==> config.mk <==
export PLATFORM = sky130hd
export DESIGN_NAME = nmea_rmc_parser
export DESIGN_NICKNAME = d
export VERILOG_FILES = /design/src/rtl/nmea_rmc_parser.sv
export SDC_FILE = /design/constraint.sdc
export NUM_CORES = 1
export LEC_CHECK = 0
export CELL_PAD_IN_SITES_DETAIL_PLACEMENT = 2
export CELL_PAD_IN_SITES_GLOBAL_PLACEMENT = 2
export CORE_ASPECT_RATIO = 0.9
export CORE_MARGIN = 2
export CORE_UTILIZATION = 39
export CTS_CLUSTER_DIAMETER = 80
export DETAILED_ROUTE_END_ITERATION = 10
export GPL_ROUTABILITY_DRIVEN = 0
export PLACE_DENSITY_LB_ADDON = 0.1
export SETUP_SLACK_MARGIN = 0.3
export SYNTH_ARGS = -nofsm -noshare
export SYNTH_HDL_FRONTEND = slang
export SYNTH_SLANG_ARGS = --single-unit
==> constraint.sdc <==
create_clock -name clk -period 4.4 [get_ports clk]
set_input_delay 0.88 -clock clk [delete_from_list [all_inputs] [get_ports clk]]
set_output_delay 0.88 -clock clk [all_outputs]
set_load 0.01 [all_outputs]
==> src/rtl/nmea_rmc_parser.sv <==
// Extracts UTC time and fix status from $GxRMC sentences on a byte stream and presents local time.
// Define RMC_CHECKSUM_EN to require a matching *HH checksum before a frame is accepted.
module nmea_rmc_parser #(
   parameter int TZ_OFFSET_H = 8
) (
   input  logic        clk,
   input  logic        rst_n,
   input  logic [7:0]  rx_data,
   input  logic        rx_vld,
   output logic [23:0] time_bcd,
   output logic        fix_valid,
   output logic        time_vld,
   output logic        frame_err
);
   localparam logic [6:0] MAX_LEN = 7'd82;

   typedef enum logic [2:0] {
      IDLE, HDR, TIME, FIELD, STATUS, SKIP
`ifdef RMC_CHECKSUM_EN
      , CHK_HI, CHK_LO
`endif
   } state_t;

   state_t      state_q, state_d;
   logic [7:0]  cks_q, cks_d;
   logic [6:0]  len_q, len_d;
   logic [2:0]  idx_q, idx_d;
   logic [19:0] dig_q, dig_d;
   logic [23:0] tcap_q, tcap_d;
   logic        fixp_q, fixp_d;
   logic [23:0] time_q, time_d;
   logic        fix_q, fix_d;
   logic        vld_q, err_q;
   logic        acc, rej;
`ifdef RMC_CHECKSUM_EN
   logic [3:0]  chk_hi_q, chk_hi_d;
   logic        hex_ok;
   logic [3:0]  hex_val;
`endif

   logic [23:0] nxt_dig;
   logic        is_dig, hdr_ok, time_ok;
   logic [4:0]  hh_bin, hh_loc;
   logic [5:0]  hh_sum;
   logic [3:0]  loc_t, loc_o;

   assign is_dig  = (rx_data >= "0") && (rx_data <= "9");
   assign nxt_dig = {dig_q, rx_data[3:0]};

   always_comb begin
      case (idx_q)
         3'd0:    hdr_ok = (rx_data == "G");
         3'd1:    hdr_ok = (rx_data == "N") || (rx_data == "P");
         3'd2:    hdr_ok = (rx_data == "R");
         3'd3:    hdr_ok = (rx_data == "M");
         3'd4:    hdr_ok = (rx_data == "C");
         3'd5:    hdr_ok = (rx_data == ",");
         default: hdr_ok = 1'b0;
      endcase
   end

   // Range check and local-hour conversion of the six digits, valid when the last digit arrives.
   always_comb begin
      time_ok = ((nxt_dig[23:20] < 4'd2) || ((nxt_dig[23:20] == 4'd2) && (nxt_dig[19:16] <= 4'd3)))
             && (nxt_dig[15:12] <= 4'd5)
             && ((nxt_dig[7:4] <= 4'd5) || ((nxt_dig[7:4] == 4'd6) && (nxt_dig[3:0] == 4'd0)));
      hh_bin  = 5'(nxt_dig[23:20]) * 5'd10 + 5'(nxt_dig[19:16]);
      hh_sum  = 6'(hh_bin) + 6'(TZ_OFFSET_H);
      hh_loc  = (hh_sum >= 6'd24) ? 5'(hh_sum - 6'd24) : hh_sum[4:0];
      if (hh_loc >= 5'd20) begin
         loc_t = 4'd2;
         loc_o = 4'(hh_loc - 5'd20);
      end else if (hh_loc >= 5'd10) begin
         loc_t = 4'd1;
         loc_o = 4'(hh_loc - 5'd10);
      end else begin
         loc_t = 4'd0;
         loc_o = hh_loc[3:0];
      end
   end

`ifdef RMC_CHECKSUM_EN
   always_comb begin
      hex_ok  = 1'b1;
      hex_val = 4'd0;
      if (is_dig)
         hex_val = rx_data[3:0];
      else if (((rx_data >= "A") && (rx_data <= "F")) || ((rx_data >= "a") && (rx_data <= "f")))
         hex_val = rx_data[3:0] + 4'd9;
      else
         hex_ok = 1'b0;
   end
`endif

   always_comb begin
      state_d = state_q;
      cks_d   = cks_q;
      len_d   = len_q;
      idx_d   = idx_q;
      dig_d   = dig_q;
      tcap_d  = tcap_q;
      fixp_d  = fixp_q;
      acc     = 1'b0;
      rej     = 1'b0;
`ifdef RMC_CHECKSUM_EN
      chk_hi_d = chk_hi_q;
`endif
      if (rx_vld) begin
         if (rx_data == "$") begin
            rej     = (state_q != IDLE);
            state_d = HDR;
            cks_d   = 8'd0;
            len_d   = 7'd1;
            idx_d   = 3'd0;
         end else if (state_q != IDLE) begin
            len_d = len_q + 7'd1;
            if (len_q >= MAX_LEN) begin
               rej     = 1'b1;
               state_d = IDLE;
            end else begin
               // Only the terminating '*' in SKIP is left out of the running checksum.
               if ((state_q == HDR) || (state_q == TIME) || (state_q == FIELD) ||
                   (state_q == STATUS) || ((state_q == SKIP) && (rx_data != "*")))
                  cks_d = cks_q ^ rx_data;
               case (state_q)
                  HDR: begin
                     if (!hdr_ok) begin
                        state_d = IDLE;
                     end else if (idx_q == 3'd5) begin
                        state_d = TIME;
                        idx_d   = 3'd0;
                     end else begin
                        idx_d = idx_q + 3'd1;
                     end
                  end
                  TIME: begin
                     if (!is_dig) begin
                        rej     = 1'b1;
                        state_d = IDLE;
                     end else if (idx_q == 3'd5) begin
                        if (time_ok) begin
                           tcap_d  = {loc_t, loc_o, nxt_dig[15:0]};
                           state_d = FIELD;
                        end else begin
                           rej     = 1'b1;
                           state_d = IDLE;
                        end
                     end else begin
                        dig_d = nxt_dig[19:0];
                        idx_d = idx_q + 3'd1;
                     end
                  end
                  FIELD:  if (rx_data == ",") state_d = STATUS;
                  STATUS: begin
                     fixp_d  = (rx_data == "A");
                     state_d = SKIP;
                  end
                  SKIP: begin
                     if (rx_data == "*") begin
`ifdef RMC_CHECKSUM_EN
                        state_d = CHK_HI;
`else
                        acc     = 1'b1;
                        state_d = IDLE;
`endif
                     end
                  end
`ifdef RMC_CHECKSUM_EN
                  CHK_HI: begin
                     if (hex_ok) begin
                        chk_hi_d = hex_val;
                        state_d  = CHK_LO;
                     end else begin
                        rej     = 1'b1;
                        state_d = IDLE;
                     end
                  end
                  CHK_LO: begin
                     acc     = hex_ok && ({chk_hi_q, hex_val} == cks_q);
                     rej     = !acc;
                     state_d = IDLE;
                  end
`endif
                  default: state_d = IDLE;
               endcase
            end
         end
      end
      time_d = acc ? tcap_q : time_q;
      fix_d  = acc ? fixp_q : fix_q;
   end

   always_ff @(posedge clk or negedge rst_n) begin
      if (!rst_n) begin
         state_q  <= IDLE;
         cks_q    <= 8'd0;
         len_q    <= 7'd0;
         idx_q    <= 3'd0;
         dig_q    <= 20'd0;
         tcap_q   <= 24'd0;
         fixp_q   <= 1'b0;
         time_q   <= 24'd0;
         fix_q    <= 1'b0;
         vld_q    <= 1'b0;
         err_q    <= 1'b0;
`ifdef RMC_CHECKSUM_EN
         chk_hi_q <= 4'd0;
`endif
      end else begin
         state_q  <= state_d;
         cks_q    <= cks_d;
         len_q    <= len_d;
         idx_q    <= idx_d;
         dig_q    <= dig_d;
         tcap_q   <= tcap_d;
         fixp_q   <= fixp_d;
         time_q   <= time_d;
         fix_q    <= fix_d;
         vld_q    <= acc;
         err_q    <= rej;
`ifdef RMC_CHECKSUM_EN
         chk_hi_q <= chk_hi_d;
`endif
      end
   end

   assign time_bcd  = time_q;
   assign fix_valid = fix_q;
   assign time_vld  = vld_q;
   assign frame_err = err_q;
endmodule

==> results.md <==
* Period utilisation layout at 0.821
* Worst rel slew slack at 0.304
* Vias post-DR at 2802
* Final antenna-violating net count at 0
* Outcome: finished clean
* Critical Path AT at 3.82 ns
* Sw Share at 0.267
* Yosys warns at 0
* PD cells at 347 mW/mm^2
* DR WL/cell at 18.8 um
* Setup TNS at 0 ns
* Reported net switching power at 0.455 mW
* Critical path fanouts, max at 5
* Die Wd at 114 um
* Fillers at 1094
* Max Freq at 0.277 GHz
* Setup Skew at 0.00829 ns
* CTS tree: yes
* Combinational group share of total power at 0.104
* Core Region at 0.0107 mm^2
* Clock Sinks at 81
* Worst slew pin tran at 1.04 ns
* Total power at 1.70 mW
* Hpwl dp at 6830 um
* Max clock buf depth at 2
* Area of the multi-input gates at 0.00200 mm^2
* Initial Utilization at 0.395
* Worst-path cell chain: ha_1, ha_1, xor2_1, inv_1, ha_1, nor4_1, or4_1, and2_1, ha_1, a21oi_1, nand3_1, mux2i_1, a211oi_1, a21oi_1
* Global route overflow at 0
* Yosys cell types at 61
* EDFF count, synth at 0
* First-pass iteration count of the detailed router at 4
* Mapped Cells at 354
* Drt first-iter violations at 93
* Layout area overhead at 16.1%
* Critical path startpoint category: register
* P_leak at 2.42 nW
* Row cnt at 36
* Vias per inst at 5.36
* Pin count of the biggest net entering global routing at 82
* First-pass GRT wire length at 16300 um
* Most frequent CP cell: ha_1
* Hold wc startpoint: tcap_q[18]
* Chip height at 103 um
* Clock network fraction of total power at 0.418
* Clock root cell: clkbuf_16
* Reg area at 0.00203 mm^2
* Origin of the worst setup path: dig_q[16]
* Most frequent cells in the layout: dfrtp_1, mux2_2, clkdlybuf4s50_1
* Final net count at 414
* Pint at 1.25 mW
* RSZ-0062 raised after global routing: no
* Primary FF master, synth: dfrtp_1
* DRT Wirelength at 9820 um
* Sequential area share after synthesis at 0.480
* Final Hold Fails at 0
* CP endpoint kind: register
* CTS Hold Buffers Added at 0
* CTS clk-pin slew, worst paths at 0.06 ns
* I/O pin count at 38
* HP Class: register to register
* Share of cells above drive strength 1 at 0.221
* Share of total power in sequential cells at 0.478
* Final setup viols at 0
* Final min period at 3.61 ns
* Crit-path slowest cell: or4_1
* Async SR Flop Fraction at 1.00
* GRT Resource Usage Total at 0.183
* Maximum VDD drop at 0.162 mV
* CP Class: register to register
* Clk_lat worst skew at 0.34 ns
* TritonCTS Buffers at 9
* #FFs+latches synth at 81
* Residual DRC at 0
* Slowest Stage Delay on Critical Path at 0.45 ns
* Vias in the first global route at 3047
* Post-Syn Area per Cell at 11.9 um^2
* Initial antenna violation count at 0
* Slew Limit Fails at 0
* Setup Buffers After CTS at 0
* Req. time, crit path at 4.60 ns
* Die ar. at 0.0117 mm^2
* Mapped cell area at 0.00422 mm^2
* Commonest non-fill, non-tap cell in the layout: dfrtp_1
* H-tree levels at 3
* Worst flop-to-flop path startpoint: dig_q[16]
* Max_cap viols at 0
* Ant. Diodes at 0
* I/O Buffers at 35
* Post-CTS Resized at 0
path summary, 6_finish.rpt:
kind,depth (start not counted),slack (ns),endpoint
min,2,0.48,tcap_q[18]
max in group asynchronous,1,3.01,time_bcd[18]
max reg2reg,14,0.79,tcap_q[19]
min in group asynchronous,1,0.72,time_bcd[7]
max,14,0.79,tcap_q[19]
min reg2reg,2,0.48,tcap_q[18]
layer usage:
layer  share of wire  GRT usage  wire length, um
met1            0.45      0.228             4420
met2            0.52      0.320             5100
met3           0.017     0.0423              168
met4           0.013     0.0535              124
met5               0          0                0
critical path: cells and delay by family, from the launching register on:
| family | cells | cell delay, ns |
|---|---|---|
| compound gates | 3 | 0.50 |
| xor+xnor | 1 | 0.34 |
| fa+ha+maj | 4 | 1.10 |
| buf+inv | 1 | 0.09 |
| flops | 1 | 0.43 |
| mux | 1 | 0.17 |
| simple gates | 4 | 0.86 |
cell usage after synthesis (5+ instances only):
cell type	n	area share
xor2_1	8	0.017
mux2_4	19	0.068
ha_1	17	0.050
inv_1	17	0.015
mux2_2	40	0.11
o21ai_0	15	0.018
nor2_1	16	0.014
xnor2_1	6	0.012
nand3_1	7	0.0083
and2_1	5	0.0074
dfrtp_1	81	0.48
nor3_1	6	0.0071
clkbuf_1	9	0.0080
nand2_1	25	0.022
a21oi_1	9	0.011
metrics by stage:
step / hold WS, ns / worst slack, ns / util / area, um^2 / std cells
finish: 0.485 / 0.786 / 0.459 / 4900 / 523
global route: 0.510 / 0.512 / 0.459 / 4900 / 523
CTS: 0.494 / 0.739 / 0.459 / 4900 / 523
detailed placement: 0.476 / 0.509 / 0.433 / 4620 / 507
global placement: 0.459 / 0.514 / 0.433 / 4620 / 507
floorplan: 0.446 / 1.21 / - / 4220 / 355
cell type report:
type,instances,share of cell area
Tap cell,133,0.0340
Sequential cell,81,0.414
Inverter,17,0.0130
Multi-Input combinational cell,238,0.407
Timing Repair Buffer,38,0.0756
Clock inverter,3,0.00511
Clock buffer,13,0.0511
kinds of logic (layout without fill, tap and decap cells):
group                    Yosys count  in the layout  synth area share
AO/OA/AOI/OAI                     51             51            0.0827
XOR/XNOR                          14             14            0.0291
adder cells (fa/ha/maj)           18             18            0.0551
buffers and inverters             36             71            0.0477
flip-flops                        81             81             0.480
multiplexers                      62             62             0.181
other                              1              2          0.000889
AND/OR/NAND/NOR                   91             91             0.123
power by group through the flow:
stage / registers [mW] / logic, mW / clock network, mW
6_report: 0.814 / 0.177 / 0.710
4_1_cts: 0.815 / 0.181 / 0.737
5_1_grt: 0.820 / 0.208 / 0.755
3_5_place_dp: 0.828 / 0.179 / 0
3_3_place_gp: 0.826 / 0.171 / 0
2_1_floorplan: 0.816 / 0.120 / 0
state kept, by name (all words and copies together) (netlist names):
signal	flops
frame_err	1
fix_valid	1
time_vld	1
fixp_q	1
tcap_q	22
len_q	7
idx_q	3
state_q	3
dig_q	20
time_bcd	22
(Power assumes the default switching activity.)
